==> src/rtl/i2c_init_seq.sv <==
// Table-driven I2C init sequencer: walks a registered init ROM and issues one
// register write per entry through the downstream I2C master.
module i2c_init_seq #(
  parameter int         TBL_AW    = 8,
  parameter logic [6:0] DEV_ADDR  = 7'h24,
  parameter int         DLY_SHIFT = 10,
  parameter int         TIMEOUT   = 65535
) (
  input  logic              clk,
  input  logic              resetn,
  input  logic              start,
  output logic [TBL_AW-1:0] tbl_addr,
  input  logic [23:0]       tbl_data,
  output logic              i2c_run,
  output logic              i2c_rw,
  output logic [6:0]        i2c_dev_addr,
  output logic [15:0]       i2c_ofs_addr,
  output logic [7:0]        i2c_wr_data,
  input  logic              i2c_running,
  input  logic              i2c_done,
  output logic              busy,
  output logic              init_done,
  output logic              timeout_err,
  output logic [TBL_AW:0]   wr_count
);

  localparam int          DLY_W   = 8 + DLY_SHIFT;
  localparam int          TO_W    = $clog2(TIMEOUT + 1);
  localparam logic [15:0] OFS_END = 16'hFFFF;
  localparam logic [15:0] OFS_DLY = 16'hFFFE;

  typedef enum logic [2:0] {
    S_IDLE, S_FETCH, S_DECODE, S_ISSUE, S_WAIT, S_DELAY, S_NEXT, S_FINISH
  } state_t;

  state_t           state, state_nxt;
  logic [DLY_W-1:0] dly_cnt;
  logic [TO_W-1:0]  to_cnt;
  logic [15:0]      ent_ofs;
  logic [7:0]       ent_data;
  logic             ent_end, ent_dly, to_hit;

  assign ent_ofs      = tbl_data[23:8];
  assign ent_data     = tbl_data[7:0];
  assign ent_end      = (ent_ofs == OFS_END);
  assign ent_dly      = (ent_ofs == OFS_DLY);
  assign to_hit       = (to_cnt == TO_W'(TIMEOUT - 1));
  assign i2c_rw       = 1'b0;
  assign i2c_dev_addr = DEV_ADDR;

  always_ff @(posedge clk or negedge resetn) begin
    if (!resetn) state <= S_IDLE;
    else         state <= state_nxt;
  end

  always_comb begin
    state_nxt = state;
    case (state)
      S_IDLE:   if (start) state_nxt = S_FETCH;
      S_FETCH:  state_nxt = S_DECODE;
      S_DECODE: begin
        if (ent_end)      state_nxt = S_FINISH;
        else if (ent_dly) state_nxt = (ent_data == 8'd0) ? S_NEXT : S_DELAY;
        else              state_nxt = S_ISSUE;
      end
      S_ISSUE: begin
        if (to_hit)           state_nxt = S_IDLE;
        else if (i2c_running) state_nxt = S_WAIT;
      end
      // a completion in the expiry cycle still counts as a good write
      S_WAIT: begin
        if (i2c_done)    state_nxt = S_NEXT;
        else if (to_hit) state_nxt = S_IDLE;
      end
      S_DELAY:  if (dly_cnt == DLY_W'(1)) state_nxt = S_NEXT;
      S_NEXT:   state_nxt = (&tbl_addr) ? S_FINISH : S_FETCH;
      S_FINISH: state_nxt = S_IDLE;
      default:  state_nxt = S_IDLE;
    endcase
  end

  always_ff @(posedge clk or negedge resetn) begin
    if (!resetn) begin
      tbl_addr     <= '0;
      i2c_run      <= 1'b0;
      i2c_ofs_addr <= '0;
      i2c_wr_data  <= '0;
      busy         <= 1'b0;
      init_done    <= 1'b0;
      timeout_err  <= 1'b0;
      wr_count     <= '0;
      dly_cnt      <= '0;
      to_cnt       <= '0;
    end else begin
      init_done <= (state_nxt == S_FINISH);
      case (state)
        S_IDLE: begin
          if (start) begin
            tbl_addr    <= '0;
            wr_count    <= '0;
            timeout_err <= 1'b0;
            busy        <= 1'b1;
          end
        end
        S_DECODE: begin
          if (ent_dly) begin
            dly_cnt <= DLY_W'(ent_data) << DLY_SHIFT;
          end else if (!ent_end) begin
            i2c_ofs_addr <= ent_ofs;
            i2c_wr_data  <= ent_data;
            i2c_run      <= 1'b1;
            to_cnt       <= '0;
          end
        end
        // run drops as soon as the master reports running, so it is already
        // low by the time the master can pulse done
        S_ISSUE: begin
          to_cnt <= to_cnt + 1'b1;
          if (to_hit) begin
            i2c_run     <= 1'b0;
            timeout_err <= 1'b1;
            busy        <= 1'b0;
          end else if (i2c_running) begin
            i2c_run <= 1'b0;
          end
        end
        S_WAIT: begin
          if (i2c_done) begin
            wr_count <= wr_count + 1'b1;
          end else if (to_hit) begin
            timeout_err <= 1'b1;
            busy        <= 1'b0;
          end else begin
            to_cnt <= to_cnt + 1'b1;
          end
        end
        S_DELAY:  dly_cnt <= dly_cnt - 1'b1;
        S_NEXT:   if (!(&tbl_addr)) tbl_addr <= tbl_addr + 1'b1;
        S_FINISH: busy <= 1'b0;
        default:  ;
      endcase
    end
  end

endmodule
==> config.mk <==
export PLATFORM = sky130hd
export DESIGN_NAME = i2c_init_seq
export DESIGN_NICKNAME = d
export VERILOG_FILES = /design/src/rtl/i2c_init_seq.sv
export SDC_FILE = /design/constraint.sdc
export NUM_CORES = 1
export LEC_CHECK = 0
export ABC_AREA = 1
export CAP_MARGIN = 20
export CORE_MARGIN = 2
export CORE_UTILIZATION = 60
export CTS_BUF_LIST = sky130_fd_sc_hd__clkbuf_16
export DETAILED_ROUTE_END_ITERATION = 12
export DONT_BUFFER_PORTS = 1
export GPL_ROUTABILITY_DRIVEN = 0
export PLACE_DENSITY = 0.76
export SLEW_MARGIN = 20
export SYNTH_ARGS = -nofsm -noshare
export SYNTH_HDL_FRONTEND = slang
export SYNTH_SLANG_ARGS = --single-unit
==> constraint.sdc <==
create_clock -name clk -period 2.94 [get_ports clk]
set_input_delay 0.441 -clock clk [delete_from_list [all_inputs] [get_ports clk]]
set_output_delay 0.441 -clock clk [all_outputs]
set_load 0.02 [all_outputs]
**Word level (Yosys, flattened, before mapping)**

Index checks and enable logic that the tools add are counted.

- Input port bits: 29
- Register bits: 82

- Bitwise logic cells: 2
- $add $sub $neg: 4
- Eq/ne operators: 21
- Reduce and logical (&&, ||, !) cells: 18
- Mux-type cells: 37

Operator list:

| operator | count |
|---|---|
| $mux W16 | 4 |
| $eq A16 B16 Y1 const B | 3 |
| $pmux W16 S3 | 1 |
| $pmux W18 S2 | 1 |
| $mux W3 | 9 |
| $pmux W3 S8 | 1 |
| $eq A18 B1 Y1 const B | 1 |
| $mux W18 | 1 |
| $mux W9 | 2 |
| $pmux W9 S2 | 1 |
| $sub A18 B1 Y18 const B | 1 |
| $add A16 B1 Y16 const B | 1 |
| $mux W8 | 2 |
| $ne A2 B2 Y1 const B | 8 |
| $pmux W8 S2 | 1 |
| $eq A3 B3 Y1 const B | 5 |
| $reduce_and A3 Y1 | 5 |
| $mux W1 | 10 |
| $add A9 B1 Y9 const B | 1 |
| $add A8 B1 Y8 const B | 1 |
| $logic_not A8 Y1 | 1 |
| $reduce_and A8 Y1 | 1 |
| $reduce_bool A2 Y1 | 4 |
| $eq A3 B2 Y1 const B | 2 |
| 13 further kinds | 15 |

**Logic depth before layout (Yosys ltp)**

Gate-level depths: netlist (run 1).

- Word-level depth: 6
- Gate-level depth with buffers: 13
- Depth with buffers taken out: 12

**Worst setup path after synthesis (run 1)**

Ideal clock, no wire load.

- Path type: register to register
- Start: register tbl_addr[0]
- End: register tbl_addr[5]
- Arrival time: 1373 ps
- Path slack: 1437 ps
- Clock period less this slack: 1503 ps
- Stages on the path, launching flop included: 9
- Data required time: 2809 ps
- Cell sequence: dfrtp_1 > ha_1 > nand2_1 > nor2_1 > nand2_1 > nand2_1 > nand2_1 > nand2_1 > o21ai_0

- Word-level cells in the longest chain between the ends: 3

Ends and longest elaborated chain:

| element | RTL line | text |
|---|---|---|
| start, declared | 12 | `output logic [TBL_AW-1:0] tbl_addr,` |
| start signal, assigned | 138 | `S_NEXT: if (!(&tbl_addr)) tbl_addr <= tbl_addr + 1'b1;` |
| $add A8 B1 Y8 or $reduce_and A8 Y1 (tied branches) | 138 |  |
| $mux W8 or $ne A2 B2 Y1 (tied branches) | - |  |
| $pmux W8 S2 or $reduce_and A3 Y1 (tied branches) | - |  |

Several ways; a longest one is shown, not always the timed one. The select of a mux whose other input is x is not followed.
A chain may end at the register's enable or synchronous reset.

**Worst setup path in the final report (run 1)**

- Start: register state[2]
- End: register i2c_wr_data[5]

- Word-level cells in the longest chain between the ends: 2

Ends and longest elaborated chain:

| element | RTL line | text |
|---|---|---|
| start, declared | 36 | `state_t state, state_nxt;` |
| start signal, assigned | 53 | `else state <= state_nxt;` |
| $eq A3 B2 Y1 | 96 | `case (state)` |
| $reduce_and A3 Y1 (no source line) | - |  |
| end signal, assigned | 110 | `i2c_wr_data <= ent_data;` |
| end, declared | 18 | `output logic [7:0] i2c_wr_data,` |

Every way passes these cells.

==> impl_metrics.yaml, run 1 <==
floorplan:
  fp.dieW_um: 94.0
  die_y_um: 94.0
  num_rows: 32
  core_area_um2: 7810
  dieArea_um2: 8840
  initial_core_util: 0.623
  pin_count: 82
detailed_routing:
  vias_per_cell: 5.48
  drt_iter0_drc: 224
  wl_um: 10800
  first_pass_iters: 5
  wire_per_inst_um: 13.7
  remaining_drc_errors: 0
  vias: 4334
  drtAntennaViolNets: 0
power:
  clock_power_share: 0.272
  pwr-share-seq: 0.432
  leakage_nw: 2.49
  ir_drop_v: 0.000458
  switching_share: 0.429
  p_int_w: 0.00259
  total_power_w: 0.00454
  p_comb_frac: 0.296
  p_per_area_nw_per_um2: 869
  p_switching_w: 0.00195
synthesis:
  synth_edf_count: 0
  yosysTopAreaCell: "dfrtp_1"
  synthesis.area_um2: 4860
  ys_types: 36
  yosys_warnings: 0
  synth_top_area_share: 0.422
  synth-seq-area-share: 0.422
  synthTopCellsByArea: "dfrtp_1, nand2_1, nand3_1, nor2_1, inv_1"
  synth_ff_type: "dfrtp_1"
  synth_area_per_cell_um2: 7.09
  ys_ff_latch: 82
  ys_async_sr_fraction: 1.00
  synthCells: 686
global_routing:
  grt_util_all_layers: 0.256
  antenna_found_initial: 0
  overflow: 0
  grt_pass1_wl_um: 18100
  first_global_vias: 4122
  grt_max_degree: 83
placed_design:
  place.port_buffers: 0
  place_ws_ns: 1.04
  hpwl_um: 7690
  placed_cell_area_um2: 4870
sta:
  tns_ns: 0
  layout_setup_ws_ns: 1.04
  tightest_slew_ns: 0.585
  grt_setup_unrepaired: "no"
  hold-worst-slack_ns: -0.0162
  max_slew_margin: 0.609
  hold_viol_final: 17
  period_share: 0.645
  max_freq_mhz: 527
  setup_viol: 0
  clock-skew-final_ns: 0.00780
  timing.final.crit_period_ns: 1.90
  final_max_slew_viol_count: 0
clock_network:
  clock_latency_ns: 0.34
  cts_root_buf: "clkbuf_16"
  cts_sinks: 82
  cts_htree_levels: 3
  cts_made_buffers: 9
  cts_tree: "done"
  cts.repair.resized: 0
  cts.path.max_buffers: 2
  clk_pin_slew_ns: 0.07
setup_path:
  crit_fanout: 34
  crit_type: "flip-flop to flip-flop"
  crit_path_end_kind: "flip-flop"
  worst_setup_path_start_kind: "flip-flop"
  crit_chain: "inv_2, nand3_2, nor2_4, nand2_2, nand2_1, o21ai_1"
  crit_slowest_cell: "nand2_2"
  critPathArrivalTime_ns: 2.10
  cp_data_required_time_ns: 3.14
  cp_slowest_stage_delay_ns: 0.44
cells_and_area:
  nNetsFinal: 719
  mostFrequentLayoutCell: "nand2_1"
  final_util: 0.669
  area_growth_pct: 7.46
  design_area_um2: 5220
  diodes: 0
  layout-drive-gt1-share: 0.0885
  fillers: 669
  mostFrequentLayoutCells: "nand2_1, nor2_1, dfrtp_1"
flow_run:
  drv_cap: 0
status:
  failed_checks: "negative hold slack"
  status: "finished, violations left"
hold_path:
  hold_path_class: "input pin to asynchronous set/reset pin"
==> per-layer routing <==
layer	up-vias	GRT usage	wire length (µm)
met1	2005	0.322	4710
met3	16	0.0787	804
met5	-	0	0
li1	2165	-	-
met4	0	0.0688	154
met2	148	0.429	5160
==> synth_stat cells, types with 6 or more instances <==
cell and count:
a21oi_1 11, buf_4 11, dfrtp_1 82, ha_1 6, inv_1 58, inv_2 12, nand2_1 224, nand2_2 19
nand3_1 68, nand4_1 15, nor2_1 89, o21ai_0 23, o21ai_1 9, xor2_1 11
==> sequential cells by signal, summed over array words and instances, names as in the netlist <==
signal	count
i2c_run	1
dly_cnt	18
wr_count	9
init_done	1
state	3
i2c_ofs_addr	16
busy	1
to_cnt	16
tbl_addr	8
i2c_wr_data	8
timeout_err	1
==> path summary, 6_finish.rpt <==
path | start | to | slack (ns) | cells after the start
hold / removal | resetn | dly_cnt[11] | -0.02 | 1
min in group clk | tbl_data[14] | i2c_ofs_addr[6] | 0.24 | 2
max in group asynchronous | resetn | i2c_ofs_addr[15] | 2.61 | 1
setup / recovery | state[2] | i2c_wr_data[5] | 1.04 | 6
hold reg to reg | dly_cnt[9] | dly_cnt[9] | 0.53 | 1
setup reg to reg | state[2] | i2c_wr_data[5] | 1.04 | 6
==> power groups by stage <==
| stage | Sequential, W | Clock [W] | Combinational, W |
|---|---|---|---|
| after floorplan | 0.00190 | 0 | 0.00115 |
| after global placement | 0.00197 | 0 | 0.00125 |
| after detailed placement | 0.00198 | 0 | 0.00130 |
| after CTS | 0.00196 | 0.00125 | 0.00134 |
| after global routing | 0.00201 | 0.00131 | 0.00154 |
| final | 0.00196 | 0.00123 | 0.00134 |
==> metrics by stage <==
step / hold WS, ns / std cells
2_1_floorplan: 0.145 / 692
3_3_place_gp: 0.148 / 774
3_5_place_dp: 0.148 / 774
4_1_cts: 0.0124 / 791
5_1_grt: 0.0147 / 791
6_report: -0.0162 / 791
==> cell type report <==
| class | count | area [µm²] | area share |
|---|---|---|---|
| clock inverters | 7 | 100 | 0.0192 |
| inverters | 71 | 267 | 0.0510 |
| clock buffers | 9 | 225 | 0.0431 |
| multi-input cells | 519 | 2420 | 0.464 |
| repair buffers | 1 | 27.5 | 0.00527 |
| flip-flops and latches | 82 | 2050 | 0.393 |
| well taps | 102 | 128 | 0.0244 |
==> worst max-delay path, delay by kind of cell, from the launching register on <==
kind	cells	cell delay, ns
AND/OR/NAND/NOR	4	1.10
flip-flops	1	0.43
buffers and inverters	1	0.14
AO/OA/AOI/OAI	1	0.08
==> cells by family (layout without fill, tap and decap cells) <==
group	count (synthesis)	count (layout)	share of synthesized area
other cells	2	8	0.00154
compound gates	57	57	0.0649
xor+xnor	14	14	0.0252
simple gates	434	434	0.387
buf+inv	91	88	0.0837
fa+ha+maj	6	6	0.0154
flops	82	82	0.422
==> timing repair <==
action / in CTS / in global routing
endpoints found under the hold margin: 82 / 0
hold buffers: 1 / 0
setup buffers: 0 / 0
endpoints found under the setup margin: 0 / 0
Note: power is estimated with default switching activity, not from simulation.
==> run 2, diff against run 1 <==
--- a/config.mk
+++ b/config.mk
@@ -8,7 +8,7 @@
 export ABC_AREA = 1
 export CAP_MARGIN = 20
 export CORE_MARGIN = 2
-export CORE_UTILIZATION = 60
+export CORE_UTILIZATION = 58
 export CTS_BUF_LIST = sky130_fd_sc_hd__clkbuf_16
 export DETAILED_ROUTE_END_ITERATION = 12
 export DONT_BUFFER_PORTS = 1
==> constraint.sdc (replaced) <==
create_clock -name clk -period 1.5 [get_ports clk]
set_input_delay 0.225 -clock clk [delete_from_list [all_inputs] [get_ports clk]]
set_output_delay 0.225 -clock clk [all_outputs]
set_load 0.02 [all_outputs]
==> run 2 against run 1 <==
  * The flow finishes with violations (negative hold slack, negative setup slack)
  * Die area increased by 3.3%
  * Non-clock buffer count increased by 52
  * Highest routed layer unchanged
  * Sequential cell count is the same
==> impl_metrics.yaml, run 2 (same netlist as run 1, synthesis figures left out) <==
status:
  status: "finished, violations left"
  failed_checks: "negative hold slack, negative setup slack"
cells_and_area:
  nNetsFinal: 772
  area_growth_pct: 18.0
  largest_register_ffs: 18
  diodes: 0
  mostFrequentLayoutCell: "nand2_1"
  design_area_um2: 5740
  reg.largest.list: "dly_cnt: 18 flops, i2c_ofs_addr: 16 flops, to_cnt: 16 flops"
  top_register: "dly_cnt"
  layout-drive-gt1-share: 0.197
  mostFrequentLayoutCells: "nand2_1, nor2_1, dfrtp_1"
sta:
  final_max_slew_viol_count: 0
  period_share: 1.02
  hold_viol_final: 82
  timing.final.crit_period_ns: 1.52
  clock-skew-final_ns: 0.00937
  layout_setup_ws_ns: -0.0239
  grt_setup_unrepaired: "yes"
  hold-worst-slack_ns: -0.426
  max_freq_mhz: 656
  setup_viol: 8
floorplan:
  core_area_um2: 8180
  num_rows: 33
  die_y_um: 95.5
  initial_core_util: 0.595
  pin_count: 82
  fp.dieW_um: 95.5
  dieArea_um2: 9130
detailed_routing:
  remaining_drc_errors: 0
  wl_um: 11800
  drt_iter0_drc: 187
  vias_per_cell: 5.41
  wire_per_inst_um: 13.9
  vias: 4584
  drtAntennaViolNets: 0
  first_pass_iters: 5
setup_path:
  crit_fanout: 8
  critPathArrivalTime_ns: 1.75
  worst_setup_path_start_kind: "flip-flop"
  worst_r2r_path_depth: 8
  crit_path_end_kind: "flip-flop"
  cp_data_required_time_ns: 1.73
  crit_type: "flip-flop to flip-flop"
  crit_chain: "inv_2, nand3_1, nand3_1, nand2_2, a21oi_4, nand2_4, nand2_2, nand2_1"
  crit_cells: 8
  crit_slowest_cell: "dfrtp_1"
  path_delay_family: "simple AND/OR/NAND/NOR gates"
  crit_buf_inv: 1
  cp_slowest_stage_delay_ns: 0.39
global_routing:
  grt_pass1_wl_um: 18600
  grt_util_all_layers: 0.256
  overflow: 0
  use_met2: 0.437
  antenna_found_initial: 0
  gr-max-usage-layer: "met2"
  use_met1: 0.323
  grt_util_met3: 0.0545
  grt_max_degree: 83
  first_global_vias: 4208
clock_network:
  cts_htree_levels: 3
  cts.path.max_buffers: 2
  cts_root_buf: "clkbuf_16"
  clk_pin_slew_ns: 0.07
  cts_tree: "done"
  clock_latency_ns: 0.34
  cts_sinks: 82
  cts_made_buffers: 9
placed_design:
  place.port_buffers: 0
  hpwl_um: 8340
  placed_cell_area_um2: 5270
flow_run:
  drv_cap: 0
power:
  leakage_nw: 2.77
  total_power_w: 0.00972
  p_per_area_nw_per_um2: 1690
  ir_drop_v: 0.000830
hold_path:
  hold_path_class: "input pin to asynchronous set/reset pin"
## run 2: what timing repair did
action	CTS	global route
endpoints found under the hold margin	82	82
setup endpoints to repair	20	55
resized for setup	4	33
cloned	0	1
setup buffers	3	2
pin swaps	2	2
## run 2: layout make-up
cell class | instances | area [µm²]
Multi-Input combinational cell | 520 | 2540
Fill cell | 657 | 2440
Sequential cell | 82 | 2060
Timing Repair Buffer | 53 | 423
Inverter | 71 | 267
Clock buffer | 9 | 225
Tap cell | 105 | 131
Clock inverter | 7 | 100
## run 2: routing by layer
metal  up-vias  share of wire
met5         -              0
met4         0          0.016
met3        17          0.069
met2       149           0.48
met1      2157           0.43
li1       2261              -
## run 2: worst paths after layout
check	from	endpoint	slack [ns]
worst max-delay path	state[0]	to_cnt[14]	-0.02
worst min-delay path	resetn	i2c_ofs_addr[13]	-0.43
worst max register to register	state[0]	to_cnt[14]	-0.02
worst min register to register	to_cnt[1]	to_cnt[1]	0.53
max in group asynchronous	resetn	tbl_addr[0]	1.81
min in group clk	tbl_data[23]	i2c_ofs_addr[15]	0.02
## run 2: report_power, final
| group | switching (W) | internal, W |
|---|---|---|
| sequential | 0.000941 | 0.00284 |
| combinational | 0.00219 | 0.00131 |
| clock | 0.000951 | 0.00148 |
## run 2: stage by stage
stage               hold WS (ns)  setup slack, ns  utilization  std cells  TNS, ns
global placement         -0.0672           0.0319        0.644        826        0
finish                    -0.426          -0.0239        0.702        847   -0.163
floorplan                -0.0706           0.0134            -        692        0
detailed placement       -0.0689          -0.0692        0.644        826   -0.526
CTS                       -0.422          0.00362        0.689        845        0
global route              -0.434           -0.130        0.702        847    -2.24
